<file path="src/rtl/fetch_stage.sv">
// Instruction-fetch front end: owns the PC, latches the fetched word into IF/ID
// with a valid/ready handshake, pre-decodes the opcode and halts on illegal words.
module fetch_stage #(
  parameter int AW       = 7,
  parameter int RESET_PC = 0,
  parameter int CW       = 16,
  parameter bit HALT_ILL = 1'b1
) (
  input  logic          clk,
  input  logic          rst,
  output logic [AW-1:0] mem_addr,
  input  logic [31:0]   mem_data,
  input  logic          stall,
  input  logic          br_taken,
  input  logic [AW-1:0] br_target,
  input  logic          id_ready,
  output logic          id_valid,
  output logic [31:0]   id_instr,
  output logic [AW-1:0] id_pc,
  output logic [AW-1:0] id_npc,
  output logic [2:0]    id_op,
  output logic          halted,
  output logic [CW-1:0] fetch_cnt
);

  // state  | meaning
  // S_RUN  | fetching normally
  // S_HALT | illegal opcode latched; fetch frozen until redirect or reset
  typedef enum logic {S_RUN, S_HALT} state_t;

  localparam logic [2:0] OP_RTYPE = 3'd0;
  localparam logic [2:0] OP_LW    = 3'd1;
  localparam logic [2:0] OP_SW    = 3'd2;
  localparam logic [2:0] OP_BEQ   = 3'd3;
  localparam logic [2:0] OP_ILL   = 3'd7;

  state_t          r_state;
  state_t          w_state_nxt;
  logic [AW-1:0]   r_pc;
  logic            r_id_valid;
  logic [31:0]     r_id_instr;
  logic [AW-1:0]   r_id_pc;
  logic [AW-1:0]   r_id_npc;
  logic [2:0]      r_id_op;
  logic [CW-1:0]   r_fetch_cnt;
  logic [2:0]      w_op;
  logic            w_free;
  logic            w_advance;
  logic [AW-1:0]   w_pc_inc;

  always_comb begin
    w_op = OP_ILL;
    case (mem_data[31:26])
      6'b000000: w_op = OP_RTYPE;
      6'b100011: w_op = OP_LW;
      6'b101011: w_op = OP_SW;
      6'b000100: w_op = OP_BEQ;
      default:   w_op = OP_ILL;
    endcase
  end

  assign w_free    = !r_id_valid || id_ready;
  assign w_advance = w_free && !stall && (r_state == S_RUN);
  assign w_pc_inc  = r_pc + AW'(1);

  always_comb begin
    w_state_nxt = r_state;
    if (br_taken)
      w_state_nxt = S_RUN;
    else if (w_advance && (w_op == OP_ILL) && HALT_ILL)
      w_state_nxt = S_HALT;
  end

  always_ff @(posedge clk) begin
    if (rst) r_state <= S_RUN;
    else     r_state <= w_state_nxt;
  end

  always_ff @(posedge clk) begin
    if (rst) begin
      r_pc        <= AW'(RESET_PC);
      r_id_valid  <= 1'b0;
      r_id_instr  <= '0;
      r_id_pc     <= '0;
      r_id_npc    <= '0;
      r_id_op     <= '0;
      r_fetch_cnt <= '0;
    end else if (br_taken) begin
      // flush wins over stall and over a pending handshake
      r_pc       <= br_target;
      r_id_valid <= 1'b0;
    end else if (stall) begin
      r_pc <= r_pc;
    end else if (w_advance) begin
      r_id_instr  <= mem_data;
      r_id_pc     <= r_pc;
      r_id_npc    <= w_pc_inc;
      r_id_op     <= w_op;
      r_id_valid  <= 1'b1;
      r_pc        <= w_pc_inc;
      r_fetch_cnt <= r_fetch_cnt + CW'(1);
    end else if (r_id_valid && id_ready) begin
      // consumed while halted: nothing new to present
      r_id_valid <= 1'b0;
    end
  end

  assign mem_addr  = r_pc;
  assign id_valid  = r_id_valid;
  assign id_instr  = r_id_instr;
  assign id_pc     = r_id_pc;
  assign id_npc    = r_id_npc;
  assign id_op     = r_id_op;
  assign halted    = (r_state == S_HALT);
  assign fetch_cnt = r_fetch_cnt;

endmodule

</file>
<file path="config.mk">
export PLATFORM = sky130hd
export DESIGN_NAME = fetch_stage
export DESIGN_NICKNAME = d
export VERILOG_FILES = /design/src/rtl/fetch_stage.sv
export SDC_FILE = /design/constraint.sdc
export NUM_CORES = 1
export LEC_CHECK = 0
export CORE_UTILIZATION = 43
export DETAILED_ROUTE_END_ITERATION = 8
export PLACE_DENSITY = 0.79
export SYNTH_ARGS = -nofsm -noshare
export SYNTH_HDL_FRONTEND = slang
export SYNTH_SLANG_ARGS = --single-unit
</file>
<file path="constraint.sdc">
create_clock -name clk -period 2.4 [get_ports clk]
set_clock_uncertainty 0.1 [all_clocks]
set_input_delay 0.48 -clock clk [delete_from_list [all_inputs] [get_ports clk]]
set_output_delay 0.48 -clock clk [all_outputs]
set_load 0.05 [all_outputs]
</file>
# Yosys cells after proc, flatten, opt, wreduce, memory -nomap -nowiden
# Cells that the tools add are included.
dict set report op_classes {
  add_sub_neg 2
  n_eq_ne 5
  mux 6
  bitwise 3
  reduce_logical 14
}
# cell count
set op_table {}
lappend op_table {{$mux 7} 3}
lappend op_table {{$add 16x1->16 const B} 1}
lappend op_table {{$eq 6x6->1 const B} 2}
lappend op_table {{$pmux 3 s4} 1}
lappend op_table {{$add 7x1->7 const B} 1}
lappend op_table {{$eq 6x3->1 const B} 1}
lappend op_table {{$logic_not 6->1} 1}
lappend op_table {{$logic_and 1x1->1} 4}
lappend op_table {{$reduce_and 2->1} 2}
lappend op_table {{$reduce_bool 2->1} 2}
lappend op_table {{$eq 3x3->1 const B} 1}
lappend op_table {{$not 1->1} 3}
lappend op_table {{$reduce_and 3->1} 1}
lappend op_table {{$logic_not 1->1} 2}
lappend op_table {{$mux 1} 2}
lappend op_table {{$ne 2x1->1 const B} 1}
lappend op_table {{$reduce_or 2->1} 1}
lappend op_table {{$logic_or 1x1->1} 1}
dict set report totals {
  ff_bits 74
  in_bits 44
  out_inout_bits 74
}

# Logic depth before layout (Yosys ltp)
# Gate-level depths: netlist of run 1.
dict set report logic_depth {
  word_depth 7
  ltp_mapped 7
  ltp_nobuf 5
}

# Least setup slack after synthesis of run 1
# Ideal clock, no wire load.
dict set report synth_timing {
  path_kind {register to register}
  from {register r_fetch_cnt[0], in the netlist fetch_cnt[0]}
  to {register r_fetch_cnt[12], in the netlist fetch_cnt[12]}
  t_arrival_ps 2332
  slack_ps -103
  stages_incl_launch_ff 6
  period_less_slack_ps 2503
  cell_sequence {dfxtp_1 > ha_1 > or3b_4 > or4_4 > or4_1 > a21oi_1}
}
dict set report synth_via {
  elab_chain_len 1
}
# element line_no
set synth_rtl {}
lappend synth_rtl {{start, declared} 45} ;# logic [CW-1:0] r_fetch_cnt;
lappend synth_rtl {{start signal, assigned} 101} ;# r_fetch_cnt <= r_fetch_cnt + CW'(1);
lappend synth_rtl {{$add 16x1->16} 101}
# Every way passes these cells.
# A chain may end at the register's enable or synchronous reset.

# Final worst setup path of run 1
dict set report layout_timing {
  from {input br_taken}
  to {register r_fetch_cnt[12], in the netlist fetch_cnt[12]}
}
dict set report layout_via {
  elab_chain_len 2
}
# element line_no
set layout_rtl {}
lappend layout_rtl {{start, declared} 14} ;# input logic br_taken,
lappend layout_rtl {{$not 1->1 (no source line)} --}
lappend layout_rtl {{$reduce_and 3->1 (no source line)} --}
# Every way passes these cells.

==> flow_summary.yaml, run 1 <==
outcome:
  outcome: "finished clean"
route:
  drtIter0Drc: 61
  top_layer: "met4"
  dr.pass1.iters: 4
  wl_per_cell_um: 13.9
  drc: 0
  drt-met1-wl_um: 3350
  drt-total-wl_um: 7900
  via_per_inst: 5.14
  routed-wl-met2_um: 4000
  vias: 2916
  met3_length_um: 380
  ant_nets: 0
layout:
  drive_gt1_share_pct: 8.98
  area_growth_pct: 52.8
  fillers: 526
  instances_no_fill: 567
  final_core_util_pct: 69.6
  final_net_count: 531
  diodes: 0
floorplanning:
  core-area_mm2: 0.00653
  initial_utilization_pct: 45.6
  ios: 118
  std_cell_rows: 29
  die_x_um: 85.2
  die_h_um: 85.2
  dieArea_mm2: 0.00726
yosys:
  syn_area_per_cell_um2: 8.20
  synthCells: 363
  synth_top_family_by_area: "simple AND/OR/NAND/NOR gates"
  synthTopCellsByArea: "dfxtp_1 (50%), nand2_1 (11%), a21oi_1 (8.7%)"
  yosysWarningCount: 0
  synthSimpleGateAreaFrac_pct: 25.1
  yosys-mux-area-fraction_pct: 1.09
  synth_nets: 409
  synthAdderAreaFrac_pct: 0.841
  ys_seq_elements: 74
  synth-xor-area-share_pct: 4.42
  syn-cell-area_mm2: 0.00298
  synth.top_cell.area_share_pct: 49.8
  seq_area_frac_synth_pct: 49.8
  yosysTopAreaCell: "dfxtp_1"
  synth_cell_types: 33
  synth_compound_area_share_pct: 14.8
placement:
  numPortBuffers: 117
  gp_congestion: 0.730
  dp_cells: 551
  dp_hpwl_um: 5550
timing:
  min_period_ns: 2.29
  hold_viol_final: 0
  setup_viol: 0
  max_slew_margin_pct: 63.5
  max_clock_freq_ghz: 0.436
  drv_slew: 0
  hold_ws_ns: 0.352
  rsz0062_at_grt: "no"
  finalCritPeriodShare_pct: 95.5
  worst-slew-pin-transition_ns: 0.548
grt:
  grt_overflow: 0
  grt_max_degree: 42
  grt_pass1_vias: 2833
  antenna_found_initial: 0
  track_usage_pct: 22.5
  grt_pass1_wl_um: 13000
power_and_ir_drop:
  p_leak_uw: 0.00159
  powerDensity_mw_per_mm2: 665
  power_uw: 3020
  ir_drop_v: 0.000398
clocking:
  clkTransAtPathRegs_ns: 0.07
  cts_resized: 0
  cts_tree: "yes"
  cts_sinks: 74
  cts_root_buffer: "clkbuf_8"
  hold_buffers: 0
  numCtsBuffers: 9
  htree_levels: 3
  ctsLongestPathBuffers: 2
  clk_latency_ns: 0.34
  post_cts_buffers: 0
critical_path:
  path_class: "in -> reg"
  rr_worst_depth: 5
  reg2reg_to: "fetch_cnt[12]"
  critPathArrivalTime_ns: 2.45
  worstPathCellList: "clkdlybuf4s50_1 > or3b_4 > or4_4 > or4_1 > a21oi_1"
  cp.required_ns: 2.56
  r2r-start: "fetch_cnt[0]"
  startpoint_type: "primary input"
  reg2reg_slack_ns: 0.19
  critPathCaptureType: "register"
  cp_top_family: "simple AND/OR/NAND/NOR gates"
  max_stage_delay_ns: 0.52
  cp_slowest_cell: "or4_1"
  cp_max_fo: 5
  crit_buf_inv: 1
worst_hold_path:
  hp-start: "id_pc[4]"
  hp-class: "reg -> reg"
  hold_depth: 2
  whs_endpoint: "id_pc[4]"
run:
  cap_viol_max_count: 0
[cells in the final DEF (no fill, tap or decap), types with 2 or more instances in the layout]
master	instances
or3_1	4
xnor2_1	13
nor4_1	6
o21ai_0	8
nor2_1	24
dfxtp_2	2
nand4_1	3
clkbuf_1	2
or4_1	3
nand3_1	6
dfxtp_1	72
o31ai_1	2
inv_1	6
buf_12	2
a211oi_1	12
nand2_1	88
clkbuf_8	9
a311oi_1	2
mux2_2	2
nor4b_1	4
a21oi_1	52
nor3_1	7
ha_1	2
buf_4	16
and3_1	4
or3_2	3
xor2_1	2
nor2b_1	3
clkdlybuf4s50_1	115
bufinv_16	3
[logic make-up (layout without fill, tap and decap cells)]
group,after synthesis,after routing
fa+ha+maj,2,2
compound gates,78,78
flops,74,74
buf+inv,30,157
simple gates,161,161
xor+xnor,15,15
mux,3,3
[cells in the mapped netlist]
library cell	n
nand2b_1	1
and3_1	4
nor3_1	7
nand3_1	6
a311oi_1	2
mux2_2	2
nand4_1	3
nand2_1	88
dfxtp_1	74
nor2_1	24
or4_1	3
nor4_1	7
xnor2_1	13
or3_2	3
buf_6	1
a211oi_1	12
a21oi_1	52
nor4b_1	4
o41ai_1	1
o31ai_1	2
or4_4	1
nand4bb_1	1
mux2i_1	1
o21ai_0	8
a21o_1	1
nor2b_1	3
clkbuf_1	23
or4_2	1
ha_1	2
or3_1	4
or3b_4	1
xor2_1	2
inv_1	6
[state kept, by name, summed over array words and instances (netlist names)]
name / count
id_npc: 7
mem_addr: 7
fetch_cnt: 16
id_pc: 7
id_op: 3
id_valid: 1
halted: 1
id_instr: 32
[layout make-up]
cell class | instances | area, um^2 | share of cell area (%)
sequential | 74 | 1480 | 32.6
multi-input combinational | 259 | 1380 | 30.4
timing repair buffer | 135 | 1330 | 29.2
clock buffer | 11 | 131 | 2.89
clock inverter | 5 | 103 | 2.26
tap | 77 | 96.3 | 2.12
inverter | 6 | 22.5 | 0.495
[worst max path at each step]
stage                         from             to  slack [ns]  cells after the start
after floorplan             halted  fetch_cnt[12]        0.09                      5
after global placement    br_taken  fetch_cnt[12]       -0.13                      5
after detailed placement  br_taken  fetch_cnt[12]       -0.23                      5
after CTS                   halted         halted        0.03                      1
after global routing      br_taken  fetch_cnt[12]        0.09                      5
final                     br_taken  fetch_cnt[12]        0.11                      5
[per-layer routing]
metal  global-route usage, %  vias up
li1                        -     1486
met1                    26.3     1326
met2                    39.7       89
met3                    4.18       15
met4                    10.9        0
met5                       0        -
[worst register-to-register path, stage by stage, from the launching register on]
cell,delay (ns)
dfxtp_2,0.37
ha_1,0.14
or3b_4,0.37
or4_4,0.45
or4_1,0.52
a21oi_1,0.18
[stage by stage]
stage          instance area [um^2]  TNS, ns  setup WS [ns]
6_report                       4550        0          0.108
4_1_cts                        4540        0         0.0331
5_1_grt                        4550        0         0.0888
3_5_place_dp                   4310    -2.33         -0.227
2_1_floorplan                  2980        0         0.0859
3_3_place_gp                   4310   -0.949         -0.130
[report_power, final]
part	total (uW)	internal, uW	switching, uW
logic	549	216	332
clock network	1150	690	463
registers	1320	1280	39.9
total	3020	2190	835
No activity file was read; power rests on OpenSTA's default activity.
==> inputs of run 2 (changes only) <==
--- a/config.mk
+++ b/config.mk
@@ -8,6 +8,7 @@
 export CORE_UTILIZATION = 43
 export DETAILED_ROUTE_END_ITERATION = 8
 export PLACE_DENSITY = 0.79
+export SLEW_MARGIN = 25
 export SYNTH_ARGS = -nofsm -noshare
 export SYNTH_HDL_FRONTEND = slang
 export SYNTH_SLANG_ARGS = --single-unit
==> results of run 2 <==
Final layout, timing and power as in run 1 (identical DEF).
==> inputs of run 3 (changes only) <==
==> constraint.sdc (replaced) <==
create_clock -name clk -period 2.34 [get_ports clk]
set_clock_uncertainty 0.1 [all_clocks]
set_input_delay 0.468 -clock clk [delete_from_list [all_inputs] [get_ports clk]]
set_output_delay 0.468 -clock clk [all_outputs]
set_load 0.05 [all_outputs]
==> run 3 against run 2 <==
Compared with the run above:
- design area is 0.30% higher
- cell count is 0.71% higher
- sequential cell count stayed put
- combinational power is 4.0% higher
- worst setup slack worse by 0.026 ns
- clock power hardly changed
- non-clock buffer count is 5 higher
- first-iteration DRC count is 64% higher
==> flow_summary.yaml, run 3 (synthesis results as in run 1) <==
layout:
  multiInputGateArea_mm2: 0.00138
  regArea_mm2: 0.00148
  fillers: 530
  final_area_mm2: 0.00456
  area_growth_pct: 53.2
  layout_commonest_cell: "clkdlybuf4s50_1"
  instances_no_fill: 571
  drive_gt1_share_pct: 10.1
  largest_register_ffs: 32
  diodes: 0
  final_net_count: 536
  layout_common_cells: "clkdlybuf4s50_1 (116), nand2_1 (88), dfxtp_1 (72), a21oi_1 (52), nor2_1 (24)"
floorplanning:
  initial_utilization_pct: 45.6
  std_cell_rows: 29
  die_h_um: 85.2
  dieArea_mm2: 0.00726
  ios: 118
  core-area_mm2: 0.00653
  die_x_um: 85.2
timing:
  hold_ws_ns: 0.355
  max_slew_margin_pct: 63.5
  setup_viol: 0
  worst-slew-pin-transition_ns: 0.545
  max_clock_freq_ghz: 0.443
  min_period_ns: 2.26
  finalSetupTns_ns: 0
  finalCritPeriodShare_pct: 96.5
  hold_viol_final: 0
  rsz0062_at_grt: "no"
  drv_slew: 0
placement:
  dp_cells: 556
  dp_hpwl_um: 5760
  dpl_cell_area_mm2: 0.00433
  numPortBuffers: 117
  gp_congestion: 0.781
critical_path:
  cp.required_ns: 1.77
  critPathArrivalTime_ns: 1.69
  cp_slowest_cell: "clkdlybuf4s50_1"
  startpoint_type: "register"
  critPathCaptureType: "output pin"
  cp_max_fo: 10
  max_stage_delay_ns: 0.83
  worstPathCellList: "buf_4 > clkdlybuf4s50_1"
  path_class: "reg -> out"
clocking:
  ctsLongestPathBuffers: 2
  post_cts_buffers: 0
  cts_resized: 0
  numCtsBuffers: 9
  clk_latency_ns: 0.34
  clkTransAtPathRegs_ns: 0.08
  cts_sinks: 74
  htree_levels: 3
  cts_root_buffer: "clkbuf_8"
  cts_tree: "yes"
  hold_buffers: 0
route:
  wl_per_cell_um: 14.0
  dr.pass1.iters: 4
  drtIter0Drc: 100
  drc: 0
  via_per_inst: 5.22
  drt-total-wl_um: 8020
  ant_nets: 0
  vias: 2981
power_and_ir_drop:
  p_leak_uw: 0.00160
  ir_drop_v: 0.000485
  powerDensity_mw_per_mm2: 669
  power_uw: 3050
worst_hold_path:
  hp-class: "reg -> reg"
grt:
  antenna_found_initial: 0
  grt_max_degree: 27
  grt_overflow: 0
  grt_pass1_wl_um: 13500
  track_usage_pct: 23.4
  grt_pass1_vias: 2865
run:
  cap_viol_max_count: 0
outcome:
  outcome: "finished clean"
==> run 3: changes by cell type in the layout (fill, tap and decap cells not counted), sizes merged <==
cell / delta
inv: +1
dlymetal6s2s: -1
clkdlybuf4s50: +1
buf: +5
clkinvlp: -1
bufinv: -1
==> run 3: worst paths after layout <==
check,endpoint,startpoint,cells after the start,slack [ns]
setup reg to reg,fetch_cnt[12],fetch_cnt[0],5,0.17
hold reg to reg,id_pc[2],id_pc[2],2,0.35
setup / recovery,halted,halted,2,0.08
hold / removal,id_pc[2],id_pc[2],2,0.35
==> run 3: power breakdown <==
| group | switching, uW | internal (uW) | total (uW) |
|---|---|---|---|
| sequential | 39.6 | 1310 | 1350 |
| combinational | 346 | 225 | 571 |
| clock | 470 | 655 | 1130 |
| total | 855 | 2190 | 3050 |
==> run 3: cell type report <==
cell class	count	share of cell area, %
multi-input combinational	259	30.3
clock inverter	4	1.62
tap	77	2.11
sequential	74	32.5
timing repair buffer	140	29.6
clock buffer	11	3.32
inverter	6	0.494
==> run 3: per-layer routing <==
metal  track usage, %  vias up  part of all wire, %  routed length (um)
li1                 -     1495                    -                   -
met1             28.0     1401                   42                3380
met2             40.5       69                   51                4120
met3             4.28       16                  4.1                 331
met4             11.4        0                  2.4                 194
met5                0        -                    0                   0
==> run 3: through the flow <==
step / setup slack (ns) / util (%)
after detailed placement: -0.211 / 66.4
after global routing: 0.0368 / 69.8
after floorplan: 0.0259 / -
after global placement: -0.176 / 66.4
after CTS: 0.0620 / 69.8
final: 0.0825 / 69.8
==> run 3: critical path, delay by kind of cell (launching register included) <==
| kind | cells | cell delay [ns] |
|---|---|---|
| buffers and inverters | 2 | 1.01 |
| flip-flops | 1 | 0.34 |
